[config.mk]
export PLATFORM = sky130hd
export DESIGN_NAME = drum_step_sequencer
export DESIGN_NICKNAME = d
export VERILOG_FILES = /design/src/rtl/drum_pkg.sv /design/src/rtl/drum_step_timer.sv /design/src/rtl/drum_step_sequencer.sv
export SDC_FILE = /design/constraint.sdc
export NUM_CORES = 1
export LEC_CHECK = 0
export CAP_MARGIN = 20
export CORE_ASPECT_RATIO = 1.2
export CORE_UTILIZATION = 30
export DETAILED_ROUTE_END_ITERATION = 8
export PLACE_DENSITY_LB_ADDON = 0.05
export SLEW_MARGIN = 10
export SYNTH_ARGS = -nofsm -noshare
export SYNTH_HDL_FRONTEND = slang
export SYNTH_SLANG_ARGS = --single-unit
[constraint.sdc]
create_clock -name clk -period 4.7 [get_ports clk]
set_input_delay 0.94 -clock clk [delete_from_list [all_inputs] [get_ports clk]]
set_output_delay 0.94 -clock clk [all_outputs]
set_load 0.02 [all_outputs]
[src/rtl/drum_pkg.sv]
// Shared constants and types for the drum step sequencer: register map,
// CTRL bit positions, strike request struct and the run-state encoding.
package drum_pkg;

  localparam logic [1:0] ADDR_CTRL    = 2'd0;
  localparam logic [1:0] ADDR_PERIOD  = 2'd1;
  localparam logic [1:0] ADDR_PATTERN = 2'd2;
  localparam logic [1:0] ADDR_STATUS  = 2'd3;

  localparam int CTRL_RUN     = 0;
  localparam int CTRL_ONESHOT = 1;
  localparam int CTRL_RESTART = 2;

  localparam int NUM_CH   = 2;
  localparam int PERIOD_W = 24;

  typedef struct packed {
    logic              valid;
    logic [NUM_CH-1:0] mask;
  } strike_t;

  // IDLE: stopped at step 0; ARM: step 0 evaluated on the next edge;
  // RUN: stepping; PAUSE: stopped mid-loop, resumes where it left off.
  typedef enum logic [1:0] {
    ST_IDLE  = 2'd0,
    ST_ARM   = 2'd1,
    ST_RUN   = 2'd2,
    ST_PAUSE = 2'd3
  } run_state_t;

  function automatic logic [31:0] be_merge(input logic [31:0] old_val,
                                           input logic [31:0] new_val,
                                           input logic [3:0]  be);
    logic [31:0] merged;
    merged = old_val;
    for (int b = 0; b < 4; b++) begin
      if (be[b]) merged[8*b +: 8] = new_val[8*b +: 8];
    end
    return merged;
  endfunction

endpackage

[src/rtl/drum_step_timer.sv]
// Loadable down-counter that sets the step interval. o_tick marks the last
// clock of an interval; the counter reloads itself on that same edge.
module drum_step_timer #(
  parameter int W = 24
) (
  input  logic         clk,
  input  logic         reset,
  input  logic         i_en,
  input  logic         i_load,
  input  logic [W-1:0] i_load_val,
  output logic         o_tick
);

  logic [W-1:0] r_count;

  always_ff @(posedge clk or posedge reset) begin
    if (reset) begin
      r_count <= '0;
    end else if (i_load) begin
      r_count <= i_load_val;
    end else if (i_en) begin
      if (r_count == '0) r_count <= i_load_val;
      else               r_count <= r_count - 1'b1;
    end
  end

  assign o_tick = i_en & (r_count == '0);

endmodule

[src/rtl/drum_step_sequencer.sv]
// Avalon-MM programmable 16-step, 2-channel drum pattern player that issues
// strike requests (channel masks) to the strike stage over valid/ready.
module drum_step_sequencer
  import drum_pkg::*;
#(
  parameter int          NUM_STEPS  = 16,
  parameter logic [23:0] PERIOD_RST = 24'd49999,
  parameter logic [23:0] MIN_PERIOD = 24'd15
) (
  input  logic                         clk,
  input  logic                         reset,
  input  logic                         AVL_READ,
  input  logic                         AVL_WRITE,
  input  logic                         AVL_CS,
  input  logic [3:0]                   AVL_BYTE_EN,
  input  logic [1:0]                   AVL_ADDR,
  input  logic [31:0]                  AVL_WRITEDATA,
  output logic [31:0]                  AVL_READDATA,
  output logic                         strike_valid,
  output logic [NUM_CH-1:0]            strike_mask,
  input  logic                         strike_ready,
  output logic [$clog2(NUM_STEPS)-1:0] step_idx,
  output logic                         running,
  output run_state_t                   dbg_state
);

  localparam int IDX_W = $clog2(NUM_STEPS);

  run_state_t              r_state, w_next;
  logic                    r_oneshot;
  logic [PERIOD_W-1:0]     r_period;
  logic [31:0]             r_pattern;
  logic [IDX_W-1:0]        r_step_idx;
  strike_t                 r_strike;
  logic [7:0]              r_overrun;
  logic [31:0]             r_rdata;

  logic                    w_wr, w_rd, w_ctrl_wr, w_run_wr, w_restart;
  logic                    w_status_wr, w_last, w_tick, w_running;
  logic                    w_eval_first, w_advance, w_finish, w_eval;
  logic [IDX_W-1:0]        w_eval_idx;
  logic [NUM_CH-1:0]       w_step_mask;
  logic [NUM_STEPS-1:0]    w_ch0, w_ch1;
  logic [PERIOD_W-1:0]     w_period_merged, w_period_new;
  logic [31:0]             w_status;

  assign w_wr        = AVL_CS & AVL_WRITE;
  assign w_rd        = AVL_CS & AVL_READ;
  assign w_ctrl_wr   = w_wr & (AVL_ADDR == ADDR_CTRL) & AVL_BYTE_EN[0];
  assign w_run_wr    = AVL_WRITEDATA[CTRL_RUN];
  assign w_restart   = w_ctrl_wr & AVL_WRITEDATA[CTRL_RESTART];
  assign w_status_wr = w_wr & (AVL_ADDR == ADDR_STATUS);
  assign w_last      = (r_step_idx == IDX_W'(NUM_STEPS - 1));
  assign w_running   = (r_state == ST_ARM) || (r_state == ST_RUN);

  always_ff @(posedge clk or posedge reset) begin
    if (reset) r_state <= ST_IDLE;
    else       r_state <= w_next;
  end

  // Restart and RUN writes take priority over the interval tick.
  always_comb begin
    w_next       = r_state;
    w_eval_first = 1'b0;
    w_advance    = 1'b0;
    w_finish     = 1'b0;
    case (r_state)
      ST_IDLE: begin
        if (w_ctrl_wr && w_run_wr) w_next = ST_ARM;
      end
      ST_PAUSE: begin
        if (w_ctrl_wr) begin
          if (w_run_wr)       w_next = w_restart ? ST_ARM : ST_RUN;
          else if (w_restart) w_next = ST_IDLE;
        end
      end
      ST_ARM: begin
        if (w_ctrl_wr && !w_run_wr) begin
          w_next = ST_IDLE;
        end else if (!w_restart) begin
          w_next       = ST_RUN;
          w_eval_first = 1'b1;
        end
      end
      ST_RUN: begin
        if (w_ctrl_wr && !w_run_wr) begin
          w_next = w_restart ? ST_IDLE : ST_PAUSE;
        end else if (w_restart) begin
          w_next = ST_ARM;
        end else if (w_tick) begin
          if (w_last && r_oneshot) begin
            w_next   = ST_IDLE;
            w_finish = 1'b1;
          end else begin
            w_advance = 1'b1;
          end
        end
      end
      default: w_next = ST_IDLE;
    endcase
  end

  drum_step_timer #(.W(PERIOD_W)) u_timer (
    .clk        (clk),
    .reset      (reset),
    .i_en       (r_state == ST_RUN),
    .i_load     (w_eval_first | w_restart),
    .i_load_val (r_period),
    .o_tick     (w_tick)
  );

  always_comb begin
    w_period_merged = r_period;
    for (int b = 0; b < 3; b++) begin
      if (AVL_BYTE_EN[b]) w_period_merged[8*b +: 8] = AVL_WRITEDATA[8*b +: 8];
    end
  end
  assign w_period_new = (w_period_merged < MIN_PERIOD) ? MIN_PERIOD : w_period_merged;

  always_ff @(posedge clk or posedge reset) begin
    if (reset) begin
      r_oneshot <= 1'b0;
      r_period  <= PERIOD_RST;
      r_pattern <= '0;
    end else begin
      if (w_ctrl_wr) r_oneshot <= AVL_WRITEDATA[CTRL_ONESHOT];
      if (w_wr && (AVL_ADDR == ADDR_PERIOD)) r_period <= w_period_new;
      if (w_wr && (AVL_ADDR == ADDR_PATTERN))
        r_pattern <= be_merge(r_pattern, AVL_WRITEDATA, AVL_BYTE_EN);
    end
  end

  // The advancing step is evaluated on the same edge that moves step_idx.
  assign w_ch0       = r_pattern[NUM_STEPS-1:0];
  assign w_ch1       = r_pattern[2*NUM_STEPS-1:NUM_STEPS];
  assign w_eval      = w_eval_first | w_advance;
  assign w_eval_idx  = w_advance ? r_step_idx + 1'b1 : r_step_idx;
  assign w_step_mask = {w_ch1[w_eval_idx], w_ch0[w_eval_idx]};

  always_ff @(posedge clk or posedge reset) begin
    if (reset) begin
      r_step_idx <= '0;
    end else if (w_restart || w_finish) begin
      r_step_idx <= '0;
    end else if (w_advance) begin
      r_step_idx <= r_step_idx + 1'b1;
    end
  end

  always_ff @(posedge clk or posedge reset) begin
    if (reset) begin
      r_strike <= '0;
    end else if (w_restart) begin
      r_strike <= '0;
    end else if (w_eval && (w_step_mask != '0)) begin
      r_strike.valid <= 1'b1;
      r_strike.mask  <= w_step_mask;
    end else if (r_strike.valid && strike_ready) begin
      r_strike <= '0;
    end
  end

  always_ff @(posedge clk or posedge reset) begin
    if (reset) begin
      r_overrun <= '0;
    end else if (w_status_wr) begin
      r_overrun <= '0;
    end else if (w_eval && (w_step_mask != '0) && r_strike.valid && !strike_ready &&
                 (r_overrun != 8'hFF)) begin
      r_overrun <= r_overrun + 1'b1;
    end
  end

  assign w_status = {16'd0, r_overrun, 2'd0, r_strike.valid, w_running, 4'(r_step_idx)};

  always_ff @(posedge clk or posedge reset) begin
    if (reset) begin
      r_rdata <= '0;
    end else if (w_rd) begin
      case (AVL_ADDR)
        ADDR_CTRL:    r_rdata <= {29'd0, 1'b0, r_oneshot, w_running};
        ADDR_PERIOD:  r_rdata <= {8'd0, r_period};
        ADDR_PATTERN: r_rdata <= r_pattern;
        default:      r_rdata <= w_status;
      endcase
    end
  end

  assign AVL_READDATA = r_rdata;
  assign strike_valid = r_strike.valid;
  assign strike_mask  = r_strike.mask;
  assign step_idx     = r_step_idx;
  assign running      = w_running;
  assign dbg_state    = r_state;

endmodule

==> impl_results.md <==
- Via density: 5.33
- Layout cells sized above 1: 19.8%
- Post-synth cell types: 60
- First DRT Iteration DRCs: 370
- Clock buffer depth: 2
- CP Launch Type: input port
- Hold EP: AVL_READDATA[3]$_DFFE_PP0P_
- Most used DFF post-synth: dfrtp_1
- Register bit total from synthesis: 130
- Starting density of the core: 30.8%
- CORE AREA: 23300 sq um
- R2R cell count: 10
- Final Critical Period: 3.70 ns
- Worst min path class: reg2reg
- Cells after Synth: 685
- RePlAce Congestion: 0.861
- Reg2reg start: u_timer.r_count[4]$_DFFE_PP0P_
- Leak Pwr: 0.00354 uW
- Max-slew headroom: 37.9%
- Pin count of the biggest net entering global routing: 82
- Layout Cells excl Fill: 1092
- Diode count: 0
- Unrepaired setup endpoints after global routing: false
- Critical Path, Cell by Cell: clkdlybuf4s50_1, buf_4, nor2b_1, o31ai_4, nor4b_4, buf_4, and2_2, o221ai_1, a211oi_1, a21oi_2, nand4_1, mux2i_1
- CTS tree: done
- DRT Pass-1 Iters: 5
- Nature of the critical path endpoint: flop
- Seq/Total Area, Yosys: 45.5%
- DIE HEIGHT: 171 um
- RR Endpoint: r_overrun[7]$_DFFE_PP0P_
- Slew @ Worst Pin: 0.929 ns
- Mean post-synth cell area: 10.5 sq um
- Final clock skew: 0.0122 ns
- Routed via count: 5818
- Num CTS Buffers: 17
- Pre-CTS WS: 0.578 ns
- Slew Viols, Final: 0
- HPWL after detailed placement: 16100 um
- Clk root buf: clkbuf_16
- Hold slack: 0.478 ns
- CP max stage cell: a211oi_1
- Grt total ovfl: 0
- Post-synth EDFFs: 0
- Final instance area: 8980 sq um
- Max IR drop VDD: 0.300 mV
- Vias in the first global route: 5846
- Post-synthesis cell area: 7170 sq um
- Hold Path Cell Cnt: 2
- Fin nets: 820
- H-Tree Depth: 4
- Post-synth top area share: 42.2%
- Maximum capacitance violations: 0
- Die width: 143 um
- Dpl cell area: 8370 sq um
- Post-CTS Setup Bufs: 0
- Post-route setup slack: 1.00 ns
- Yosys warns: 0
- Placed insts: 1061
- I/O Buffers: 85
- Worst-path clk slew: 0.06 ns
- Status: finished, final reports clean
- Post-DRT Antenna Nets: 0
- Max Freq: 271 MHz
- Num ports: 86
- Required time worst endpoint: 5.05 ns
- Ys async rst share: 100%
- Most used cell, CP: buf_4
- Crit path largest cell delay: 0.63 ns
- Hold Fails Final Rpt: 0
- First-pass GRT wire length: 34600 um
- Site row count: 61
- Post-Syn Nets: 740
- Largest cells by area after synthesis: dfrtp_1 42%, mux2_2 10%, mux4_2 5.7%
- Post-CTS sizing: 0
- Initial antenna violation count: 0
- Setup TNS: 0 ns
- Crit path DAT: 4.05 ns
- Number of hold buffers added after CTS: 0
- Hold wc startpoint: AVL_READDATA[3]$_DFFE_PP0P_
- Max FO, Critical Path: 21
- Setup slack, reg-to-reg: 1.22 ns
- Clk sinks: 130
- Largest area contributor in the netlist: dfrtp_1
- CP Class: in2reg
- All-Layer GR Usage: 19.1%
- PwrDens: 524 nW/um^2
- # DRC: 0
- Routed wire length: 22100 um
- WL/cell: 20.3 um
- Die area: 24500 sq um
- Synth-to-layout area growth: 25.3%
- Final Cycle Share: 78.7%
- Final setup fails: 0
- Clock Latency Late Sink: 0.43 ns
==> worst max-delay path, delay by kind of cell <==
kind	cells	cell delay [ns]
compound gates	4	1.07
simple gates	4	0.94
buf+inv	3	0.90
mux	1	0.18
==> synthesized netlist by cell type, types with 11 or more instances <==
master and n:
nor4_1 11, mux4_2 18, o21ai_0 52, a22oi_1 26, mux2i_1 11, nor2_1 29
nand2_1 69, nor3_1 19, a31oi_1 11, a21oi_1 44, inv_1 14, nand3_1 12
o21ai_1 18, mux2_2 64, ha_1 11, dfrtp_1 121, clkbuf_1 28
==> cell families after synthesis <==
kind of cell	synth area share [%]
compound gates	16.6
xor+xnor	0.611
fa+ha+maj	1.92
buf+inv	3.04
flops	45.5
mux	17.2
simple gates	15.0
==> report_power, final <==
group	internal (uW)	switching, uW	total (uW)
logic	686	867	1550
registers	1420	352	1770
clock network	839	547	1390
==> state kept, by name, summed over array words and instances, names as in the netlist, 2 cells and up <==
signal and cells:
r_pattern 32, dbg_state 2, r_period 24, AVL_READDATA 32, r_overrun 8, u_timer.r_count 24, strike_mask 2, step_idx 4
==> metrics by stage <==
stage	total power, uW	util (%)
6_report	4710	38.6
5_1_grt	5000	38.6
4_1_cts	4750	38.6
3_5_place_dp	3340	36.0
3_3_place_gp	3320	36.0
2_1_floorplan	2760	-
==> how the worst max path moves through the flow <==
stage | cells after the start | from | to | slack [ns]
4_1_cts | 11 | AVL_CS | r_overrun[7]$_DFFE_PP0P_ | 1.01
5_1_grt | 11 | AVL_CS | r_overrun[7]$_DFFE_PP0P_ | 0.75
3_3_place_gp | 12 | AVL_WRITEDATA[2] | r_overrun[7]$_DFFE_PP0P_ | 0.63
3_5_place_dp | 11 | AVL_CS | r_overrun[7]$_DFFE_PP0P_ | 0.58
6_report | 12 | AVL_WRITEDATA[2] | r_overrun[7]$_DFFE_PP0P_ | 1.00
2_1_floorplan | 1 | reset | AVL_READDATA[0]$_DFFE_PP0P_ | 0.31
==> final cells by class <==
type,count,area [sq um]
timing repair buffer,99,968
tap,315,394
multi-input combinational,503,3690
fill,2313,14300
clock inverter,14,181
clock buffer,17,425
inverter,14,55.1
sequential,130,3260
==> layout by cell type, fill, tap and decap left out, types with 6 or more instances in the layout <==
master and n:
a21oi_1 44, a22o_1 8, a22oi_1 26, a31oi_1 11
and3_1 9, buf_4 13, clkbuf_16 17, clkdlybuf4s50_1 85
dfrtp_1 121, dfstp_2 9, ha_1 11, inv_1 13
mux2_2 64, mux2i_1 11, mux4_2 18, nand2_1 68
nand3_1 12, nand4_1 8, nor2_1 29, nor2b_1 8
nor3_1 19, nor4_1 11, o21ai_0 52, o21ai_1 18
o22a_1 6, or3_1 6
==> metal layers <==
| layer | GRT usage [%] | up-vias | part of all wire, % |
|---|---|---|---|
| met4 | 6.17 | 0 | 1.4 |
| met3 | 3.34 | 25 | 3.7 |
| li1 | - | 2728 | - |
| met2 | 31.2 | 149 | 48 |
| met5 | 0 | - | 0 |
| met1 | 25.4 | 2916 | 47 |
No activity file was read; power rests on OpenSTA's default activity.
